[src/rtl/uart_packet_decoder.sv]
// uart_packet_decoder
//   Turns the raw, unstallable UART byte stream into a valid/ready payload
//   stream for the DMA byte port. Each packet is MAGIC, len[15:8], len[7:0],
//   then len payload bytes. The header is stripped; the payload goes through
//   a small FIFO and the final payload byte is flagged with out_last.
//
// Ports
//   clock       system clock, all state on the rising edge
//   clear_n     asynchronous active-low reset
//   uart_valid  one-cycle strobe, uart_data holds a received byte
//   uart_data   received byte
//   out_valid   FIFO head valid
//   out_data    FIFO head byte (0 while empty)
//   out_last    FIFO head is the final payload byte of its packet
//   out_ready   downstream accept
//   overflow    sticky: a payload byte was dropped because the FIFO was full
//   drop_count  saturating count of discarded header/garbage bytes
module uart_packet_decoder #(
    parameter int         FIFO_DEPTH = 16,
    parameter logic [7:0] MAGIC      = 8'h55
) (
    input  logic       clock,
    input  logic       clear_n,
    input  logic       uart_valid,
    input  logic [7:0] uart_data,
    output logic       out_valid,
    output logic [7:0] out_data,
    output logic       out_last,
    input  logic       out_ready,
    output logic       overflow,
    output logic [7:0] drop_count
);

    localparam int AW = $clog2(FIFO_DEPTH);
    localparam int CW = AW + 1;
    localparam logic [CW-1:0] FULL_COUNT = CW'(FIFO_DEPTH);

    typedef enum logic [1:0] {IDLE, LEN_HI, LEN_LO, PAYLOAD} state_t;

    state_t        state_q, state_d;
    logic [7:0]    len_hi_q, len_hi_d;
    logic [15:0]   remaining_q, remaining_d;
    logic          pending_q, pending_d;
    logic          overflow_q;
    logic [7:0]    drop_count_q;
    logic [CW-1:0] count_q;
    logic [AW-1:0] wr_ptr_q, rd_ptr_q;
    logic [8:0]    mem [FIFO_DEPTH];

    logic          fifo_full, filler, push, pop, drop, ovf_set;
    logic [8:0]    push_word, head;

    function automatic logic [7:0] sat_inc(input logic [7:0] v);
        return (v == 8'hFF) ? v : v + 8'd1;
    endfunction

    assign fifo_full = (count_q == FULL_COUNT);
    // A lost final byte is owed to the DMA as a filler entry; it wins the
    // first free slot, ahead of any UART byte arriving that cycle.
    assign filler    = pending_q && !fifo_full;
    assign pop       = out_valid && out_ready;

    always_comb begin
        state_d     = state_q;
        len_hi_d    = len_hi_q;
        remaining_d = remaining_q;
        pending_d   = pending_q;
        push        = 1'b0;
        push_word   = 9'h000;
        drop        = 1'b0;
        ovf_set     = 1'b0;

        if (filler) begin
            push      = 1'b1;
            push_word = {1'b1, 8'h00};
            pending_d = 1'b0;
        end

        if (uart_valid) begin
            // A UART byte colliding with the filler push is lost.
            if (filler) begin
                ovf_set = 1'b1;
            end
            case (state_q)
                IDLE: begin
                    if (!filler) begin
                        if (uart_data == MAGIC) begin
                            state_d = LEN_HI;
                        end else begin
                            drop = 1'b1;
                        end
                    end
                end
                LEN_HI: begin
                    if (!filler) begin
                        len_hi_d = uart_data;
                        state_d  = LEN_LO;
                    end
                end
                LEN_LO: begin
                    if (!filler) begin
                        if ({len_hi_q, uart_data} == 16'd0) begin
                            state_d = IDLE;
                            drop    = 1'b1;
                        end else begin
                            remaining_d = {len_hi_q, uart_data};
                            state_d     = PAYLOAD;
                        end
                    end
                end
                PAYLOAD: begin
                    // Framing advances even when the byte is dropped so the
                    // next header is still found.
                    remaining_d = remaining_q - 16'd1;
                    if (remaining_q == 16'd1) begin
                        state_d = IDLE;
                    end
                    if (filler || fifo_full) begin
                        ovf_set = 1'b1;
                        if (remaining_q == 16'd1) begin
                            pending_d = 1'b1;
                        end
                    end else begin
                        push      = 1'b1;
                        push_word = {remaining_q == 16'd1, uart_data};
                    end
                end
                default: state_d = IDLE;
            endcase
        end
    end

    always_ff @(posedge clock or negedge clear_n) begin
        if (!clear_n) begin
            state_q      <= IDLE;
            len_hi_q     <= 8'h00;
            remaining_q  <= 16'd0;
            pending_q    <= 1'b0;
            overflow_q   <= 1'b0;
            drop_count_q <= 8'h00;
            count_q      <= '0;
            wr_ptr_q     <= '0;
            rd_ptr_q     <= '0;
        end else begin
            state_q     <= state_d;
            len_hi_q    <= len_hi_d;
            remaining_q <= remaining_d;
            pending_q   <= pending_d;
            if (ovf_set) begin
                overflow_q <= 1'b1;
            end
            if (drop) begin
                drop_count_q <= sat_inc(drop_count_q);
            end
            if (push) begin
                wr_ptr_q <= wr_ptr_q + 1'b1;
            end
            if (pop) begin
                rd_ptr_q <= rd_ptr_q + 1'b1;
            end
            case ({push, pop})
                2'b10:   count_q <= count_q + 1'b1;
                2'b01:   count_q <= count_q - 1'b1;
                default: count_q <= count_q;
            endcase
        end
    end

    // Storage only; occupancy and pointers carry all control state.
    always_ff @(posedge clock) begin
        if (push) begin
            mem[wr_ptr_q] <= push_word;
        end
    end

    assign head       = mem[rd_ptr_q];
    assign out_valid  = (count_q != '0);
    // Gating keeps the outputs at zero while empty, including after reset.
    assign out_data   = out_valid ? head[7:0] : 8'h00;
    assign out_last   = out_valid && head[8];
    assign overflow   = overflow_q;
    assign drop_count = drop_count_q;

endmodule

[config.mk]
export PLATFORM = sky130hd
export DESIGN_NAME = uart_packet_decoder
export DESIGN_NICKNAME = d
export VERILOG_FILES = /design/src/rtl/uart_packet_decoder.sv
export SDC_FILE = /design/constraint.sdc
export NUM_CORES = 1
export LEC_CHECK = 0
export CORE_MARGIN = 1
export CORE_UTILIZATION = 45
export DETAILED_ROUTE_END_ITERATION = 10
export SLEW_MARGIN = 20
export SYNTH_ARGS = -nofsm -noshare
export SYNTH_HDL_FRONTEND = slang
export SYNTH_SLANG_ARGS = --single-unit
[constraint.sdc]
create_clock -name clock -period 4.9 [get_ports clock]
set_clock_uncertainty 0.05 [all_clocks]
set_input_delay 0.98 -clock clock [delete_from_list [all_inputs] [get_ports clock]]
set_output_delay 0.98 -clock clock [all_outputs]
set_load 0.01 [all_outputs]
==> metrics.txt, run 1 <==
critical path class=flip-flop to output port; CTS resizes=0; die area=0.01925 mm²; pre-CTS setup slack=0.9302 ns; global-route wire length before repair=28280 µm; post-synthesis cell count=530; Min Clock Period, post-route=4.137 ns; syn avg cell area=15.88 µm²; Final Max Tran Viols=0; Storage cell area=0.005552 mm²; Ports=31; worst hold path class=flip-flop to flip-flop; CP arrival=3.11 ns; # H-tree levels=4; Final WS setup=0.7632 ns; Post-synth ARST share=25.39%; Distinct cells, synth=57; DR pass1 iterations=7; most frequent CP cell=mux4_2; failing checks=design-rule violations; Syn-to-layout area delta=14.45%; drt wl/cell=22.00 µm; Worst Tran Pin Value=1.034 ns; routed wire length=17820 µm; final hold violations=0; status=finished with violations; crit-path cells=buf_4, mux4_2, mux4_2, nor2b_1, clkdlybuf4s50_1; vias in the first global route=4871; number of CTS-inserted buffers=17; Setup violations, final=0; cell area after synthesis=0.008414 mm²; share of layout cells above drive strength 1=19.28%; Slew headroom=30.84%; worst skew pair latency=0.44 ns; GPL Wtd Cong=0.8437; Final nets=592; initial drt markers=348; # clock sinks=193; Multi-input gate area=0.002684 mm²; via count=4766; grt ovf=0; hold_buf cts=0; port bufs=30; placed cell count=778; Core Area=0.01815 mm²; Final Non-Filler Cells=810; starting density of the core=46.37%; # fillers=1449; PwrDens=561.4 mW/mm²; top_reg_cell synth=edfxtp_1; Antenna Cells=0; number of synthesized flops with an enable pin=144; Max clock buf depth=2; Final HPWL DP=11670 µm; postcts setup bufs=0; crit path max fanout=29; required time of the critical path=3.87 ns; max cap viols=0; Worst-path clk slew=0.07 ns; fin crit share=84.43%; via-per-instance ratio=5.884; Final Power=5.407 mW; FP Rows=49; Max VDD drop=0.2772 mV; Reg2Reg Depth=13; Final ANT Viol Nets=0; Hold Path Depth=1; antenna violations before repair=0; Synth Register Bits=193; Syn Nets=554; CP Launch Type=flip-flop; largest net degree at the start of global routing=50; crit-path max cell delay=0.64 ns; GRT Overall Usage=19.76%; Die X=138.7 µm; Setup crit end kind=output port; Worst path slowest cell=dfrtp_1; Residual DRC=2; Die Y=138.7 µm; Pleak=3.394 nW; CTS tree=built; Root Driver=clkbuf_16; TNS Setup=0 ns; unrepaired setup endpoints after global routing=no; fmax=241.7 MHz; Seq/Total Area, Yosys=65.96%; Ys Warns=0
==> final cells by class <==
class	instances	area share, %
Timing Repair Buffer	46	4.443
Tap cell	229	2.975
Inverter	11	0.4287
Clock buffer	18	4.456
Multi-Input combinational cell	299	27.87
Clock inverter	14	2.183
Sequential cell	193	57.65
==> cells in the mapped netlist, types with 7 or more instances <==
master    instances  area (µm²)
nand2_1          23       86.33
a21oi_1          24       120.1
ha_1             12       150.1
edfxtp_1        144        4324
mux4_2           45        1013
xnor2_1          14       122.6
inv_1            11       41.29
dfrtp_1          49        1226
nor2_1           29       108.9
nand4_1           8       50.05
nor4_1            7       43.79
nand3_1           7       35.03
clkbuf_1         13       48.80
nor3_1            7       35.03
and2_1           10       62.56
o21ai_0          27       135.1
nor2b_1          12       75.07
mux2_2           10       112.6
==> path summary, 6_finish.rpt <==
check | from | to | slack, ns
min in group asynchronous | clear_n | drop_count[4] | 0.59
max in group asynchronous | clear_n | rd_ptr_q[0] | 3.69
max | rd_ptr_q[1] | out_data[2] | 0.76
min reg2reg | overflow | overflow | 0.41
min | overflow | overflow | 0.41
max reg2reg | state_q[1] | count_q[4] | 1.56
==> layer usage <==
metal  vias to the layer above  GRT usage (%)  share of wire (%)
li1                       2155              -                  -
met1                      2459          27.08                 45
met2                       122          32.33                 49
met3                        30          2.901                3.4
met4                         0          7.310                2.0
met5                         -              0                  0
==> state kept, by name (all words and copies together) (netlist names) <==
signal,cells
state_q,2
pending_q,1
drop_count,8
mem,144
rd_ptr_q,4
len_hi_q,8
wr_ptr_q,4
overflow,1
count_q,5
remaining_q,16
==> stage by stage <==
stage	instance area (µm²)	util, %	hold WS, ns
floorplan	8414	-	0.4099
global placement	8991	49.55	0.3950
global route	9630	53.07	0.4474
CTS	9630	53.07	0.4176
finish	9630	53.07	0.4091
detailed placement	8991	49.55	0.3975
==> cell families (layout without fill, tap and decap cells) <==
group | count (synthesis) | after routing | synth area share [%]
DFF | 193 | 193 | 65.96
AOI/OAI and AO/OA | 82 | 82 | 6.037
buffers and inverters | 38 | 89 | 2.141
muxes | 56 | 56 | 13.56
xor gates and xnor gates | 19 | 19 | 1.978
adders and majority gates | 13 | 13 | 1.903
and+or+nand+nor | 129 | 129 | 8.416
==> critical path: cells and delay by family, from the launching register on <==
kind / cells / cell delay, ns
buf+inv: 2 / 0.98
flops: 1 / 0.64
mux: 2 / 0.90
simple gates: 1 / 0.15
==> where the power goes <==
| group | switching, mW | leakage (nW) | internal [mW] |
|---|---|---|---|
| registers | 0.257 | 1.93 | 2.04 |
| clock network | 0.598 | 0.310 | 0.906 |
| logic | 0.758 | 1.16 | 0.845 |
| total | 1.61 | 3.39 | 3.79 |
==> placed cells by master, fill, tap and decap left out, types with 11 or more instances in the layout <==
cell type,synthesis,routed
nand2_1,23,23
edfxtp_1,144,144
mux4_2,45,45
buf_4,5,15
nor2b_1,12,12
nor2_1,29,29
clkbuf_16,0,17
dfrtp_1,49,48
clkdlybuf4s50_1,0,29
a21oi_1,24,24
o21ai_0,27,27
xnor2_1,14,14
ha_1,12,12
inv_1,11,11
No activity file was read; power rests on OpenSTA's default activity.
==> run 2, diff against run 1 <==
Clock period 4.9 ns to 3.8 ns, I/O delays scaled along.
==> metrics.txt, run 2 (synthesis results as in run 1) <==
status=finished with violations; failing checks=design-rule violations; CTS tree=built; GRT busiest layer=met2; Worst Tran Pin Value=0.9158 ns; Die X=138.7 µm; Reg2Reg Depth=12; crit path max fanout=15; Slew headroom=38.81%; Final WS setup=0.1030 ns; Residual DRC=4; crit-path cells=buf_12, mux4_2, mux4_2, nor2b_1, clkdlybuf4s50_1; worst reg2reg endpoint=count_q[4]; Final nets=603; CP Launch Type=flip-flop; most common library cell in the layout ignoring fill and taps=edfxtp_1; worst r2r src=count_q[1]; max cap viols=0; commonest non-fill, non-tap cells in the layout=edfxtp_1, dfrtp_1, mux4_2; FP Rows=49; worst skew pair latency=0.43 ns; PwrDens=700.1 mW/mm²; pre-CTS setup slack=0.4511 ns; via-per-instance ratio=5.810; met1 Usage GRT=27.13%; Antenna Cells=0; Reg with most FFs=mem; crit-path max cell delay=0.58 ns; global-route wire length before repair=28230 µm; starting density of the core=46.37%; # clock sinks=193; Max VDD drop=0.3851 mV; die area=0.01925 mm²; Max clock buf depth=2; Cell Int Power=4.637 mW; drt wl/cell=21.97 µm; Setup violations, final=0; required time of the critical path=2.99 ns; GRT met2 Usage=32.38%; sw power=2.119 mW; M3 GR Usage=5.180%; final hold violations=0; Buf/Inv on CP=2; Final HPWL DP=11430 µm; critical path class=flip-flop to output port; GPL Wtd Cong=0.8491; R2R setup slack=0.76 ns; # H-tree levels=4; via count=4770; Syn-to-layout area delta=14.68%; number of CTS-inserted buffers=17; combinational share of power=32.0%; Die Y=138.7 µm; CP arrival=2.89 ns; most frequent CP cell=mux4_2; share of layout cells above drive strength 1=21.28%; Worst path slowest cell=dfrtp_4; grt ovf=0; top flop regs=mem (144), remaining_q (16); DR pass1 iterations=8; Final ANT Viol Nets=0; antenna violations before repair=0; Ports=31; port bufs=30; routed wire length=18030 µm; largest net degree at the start of global routing=40; Final Max Tran Viols=0; worst hold path class=input port to asynchronous set/reset pin; Sw Share=31.36%; Root Driver=clkbuf_16; Core Area=0.01815 mm²; Largest register FFs=144; Pleak=3.419 nW; TNS Setup=0 ns; Setup crit end kind=output port; # fillers=1472; vias in the first global route=4890; initial drt markers=384; GRT Overall Usage=20.20%; CP delay by family, top=multiplexers; unrepaired setup endpoints after global routing=no; fin crit share=97.29%; postcts setup bufs=0; Min Clock Period, post-route=3.697 ns; Seq pwr share=43.4%; fmax=270.5 MHz; Worst-path clk slew=0.07 ns; clock share of power=24.6%
[run 2: cell count changes in the layout (fill, tap and decap cells not counted), sizes merged]
cell	before	now
clkinvlp	1	2
bufinv	5	0
inv	14	19
clkbuf	18	17
buf	17	28
[run 2: cell type report]
cell class / instances / area (µm²) / share of cell area [%]
clock buffer: 17 / 425.4 / 4.409
clock inverter: 15 / 122.6 / 1.271
inverter: 11 / 41.29 / 0.4279
multi-input combinational: 299 / 2684 / 27.81
sequential: 193 / 5554 / 57.56
tap: 229 / 286.5 / 2.969
timing repair buffer: 57 / 535.5 / 5.550
[run 2: routing by layer]
| metal | share of wire, % | wire length [µm] |
|---|---|---|
| met3 | 5.5 | 986 |
| met1 | 44 | 7878 |
| met4 | 1.5 | 263 |
| met2 | 49 | 8906 |
| met5 | 0 | 0 |
[run 2: power by group through the flow]
stage | Combinational [mW] | Clock [mW] | Sequential, mW
CTS | 2.20 | 1.69 | 2.93
detailed placement | 2.18 | 0 | 2.97
floorplan | 1.58 | 0 | 2.81
finish | 2.16 | 1.66 | 2.93
global route | 2.36 | 1.78 | 2.98
global placement | 2.14 | 0 | 2.96
[run 2: worst max path at each step]
| stage | endpoint | startpoint | slack [ns] | cells after the start |
|---|---|---|---|---|
| after floorplan | count_q[4] | uart_valid | 0.80 | 13 |
| after global placement | out_data[4] | rd_ptr_q[0] | 0.46 | 5 |
| after detailed placement | out_data[4] | rd_ptr_q[0] | 0.45 | 5 |
| after CTS | out_data[4] | rd_ptr_q[0] | 0.06 | 5 |
| after global routing | out_data[4] | rd_ptr_q[0] | 0.02 | 5 |
| final | out_data[4] | rd_ptr_q[0] | 0.10 | 5 |
[run 2: worst register-to-register path: cells and delay by family (launching register included)]
kind / cells / cell delay, ns
flip-flops: 1 / 0.45
AND/OR/NAND/NOR: 3 / 0.81
buffers and inverters: 2 / 0.21
AO/OA/AOI/OAI: 3 / 0.58
XOR/XNOR: 2 / 0.34
adder cells (fa/ha/maj): 2 / 0.53
[run 2: timing repair]
action / 4_1_cts / 5_1_grt
endpoints found under the setup margin: 1 / 0
hold buffers: 0 / 0
gates resized for setup: 1 / 0
[run 2: stage by stage]
stage / power [mW] / instances / util, % / hold slack (ns) / instance area, µm²
after floorplan: 4.388 / 530 / - / 0.4099 / 8414
after global placement: 5.101 / 789 / 50.14 / 0.4241 / 9099
after detailed placement: 5.155 / 789 / 50.14 / 0.3992 / 9099
after CTS: 6.821 / 821 / 53.17 / 0.2695 / 9649
after global routing: 7.125 / 821 / 53.17 / 0.2930 / 9649
final: 6.755 / 821 / 53.17 / 0.2613 / 9649
==> run 3, diff against run 2 <==
Settings changed: CORE_MARGIN 1 to 3.
==> metrics.txt, run 3 (synthesis results as in run 1) <==
status=completed; CP arrival=2.76 ns; CTS resizes=0; GRT met2 Usage=29.28%; GRT busiest layer=met2; Syn-to-layout area delta=15.21%; via-per-instance ratio=5.898; DR pass1 iterations=5; top flop regs=mem (144), remaining_q (16); # H-tree levels=4; most common library cell in the layout ignoring fill and taps=edfxtp_1; vias in the first global route=4844; via count=4854; FP Rows=49; GPL Wtd Cong=0.8509; CTS tree=built; die area=0.02037 mm²; post-route cell area=0.009694 mm²; largest net degree at the start of global routing=40; unrepaired setup endpoints after global routing=no; Final ANT Viol Nets=0; Setup violations, final=0; number of CTS-inserted buffers=17; required time of the critical path=2.99 ns; CP Launch Type=flip-flop; grt ovf=0; Root Driver=clkbuf_16; Final HPWL DP=11840 µm; final hold violations=0; Final Max Tran Viols=0; fin crit share=93.90%; Core Area=0.01815 mm²; global-route wire length before repair=28380 µm; Ports=31; commonest non-fill, non-tap cells in the layout=edfxtp_1, dfrtp_1, mux4_2; Slew headroom=34.88%; # clock sinks=193; port bufs=30; starting density of the core=46.37%; max cap viols=0; antenna violations before repair=0; Residual DRC=0; share of layout cells above drive strength 1=21.04%; Die X=142.7 µm; Reg with most FFs=mem; met1 Usage GRT=27.01%; Antenna Cells=0; M3 GR Usage=3.617%; initial drt markers=416; Final nets=605; worst hold path class=input port to asynchronous set/reset pin; PwrDens=708.9 mW/mm²; drt wl/cell=22.01 µm; Setup crit end kind=output port; Worst Tran Pin Value=0.9747 ns; Die Y=142.7 µm; Max VDD drop=0.4587 mV; Max clock buf depth=2; GRT Overall Usage=18.75%; worst skew pair latency=0.43 ns; crit path max fanout=24; Min Clock Period, post-route=3.568 ns; Worst-path clk slew=0.07 ns; Pleak=3.438 nW; critical path class=flip-flop to output port; Placed Area=0.009086 mm²; TNS Setup=0 ns; fmax=280.3 MHz; routed wire length=18120 µm; Largest register FFs=144
## run 3: repair_timing
item	4_1_cts	5_1_grt
endpoints found under the setup margin	0	8
hold buffers	0	0
buffers inserted	0	2
## run 3: through the flow
step	util [%]	hold slack, ns	cells	setup slack (ns)	power, mW
4_1_cts	53.34	0.2979	821	0.01305	6.922
3_5_place_dp	50.07	0.3949	789	0.4837	5.132
6_report	53.42	0.2928	823	0.2318	6.872
5_1_grt	53.42	0.3225	823	0.1404	7.266
2_1_floorplan	-	0.4099	530	0.8002	4.388
3_3_place_gp	50.07	0.3948	789	0.5056	5.083
## run 3: path summary, 6_finish.rpt
check	startpoint	endpoint	slack (ns)	cells after the start
hold reg to reg	overflow	overflow	0.41	1
max in group asynchronous	clear_n	len_hi_q[5]	2.61	2
setup / recovery	rd_ptr_q[0]	out_data[2]	0.23	5
min in group clock	overflow	overflow	0.41	1
hold / removal	clear_n	remaining_q[9]	0.29	1
setup reg to reg	count_q[1]	count_q[4]	0.70	12
## run 3: worst max-delay path: stages, from the launching register on
cell,delay [ns]
dfrtp_2,0.42
buf_12,0.23
mux4_2,0.52
mux4_2,0.51
nor2b_1,0.15
clkdlybuf4s50_1,0.48
## run 3: per-layer routing
layer,wire length [µm],part of all wire [%]
met2,8895,49
met3,988,5.5
met1,8009,44
met5,0,0
met4,223,1.2
## run 3: layout make-up
class | count | area [µm²]
clock buffers | 18 | 429.2
clock inverters | 14 | 163.9
fillers | 1430 | 8453
inverters | 11 | 41.29
multi-input cells | 299 | 2684
flip-flops and latches | 193 | 5552
well taps | 229 | 286.5
repair buffers | 59 | 538.0
## run 3: report_power, final
part | total, mW | internal [mW] | switching, mW | leakage, nW
clock network | 1.80 | 1.03 | 0.763 | 0.283
logic | 2.18 | 1.14 | 1.03 | 1.23
registers | 2.90 | 2.63 | 0.266 | 1.93
total | 6.87 | 4.81 | 2.06 | 3.44
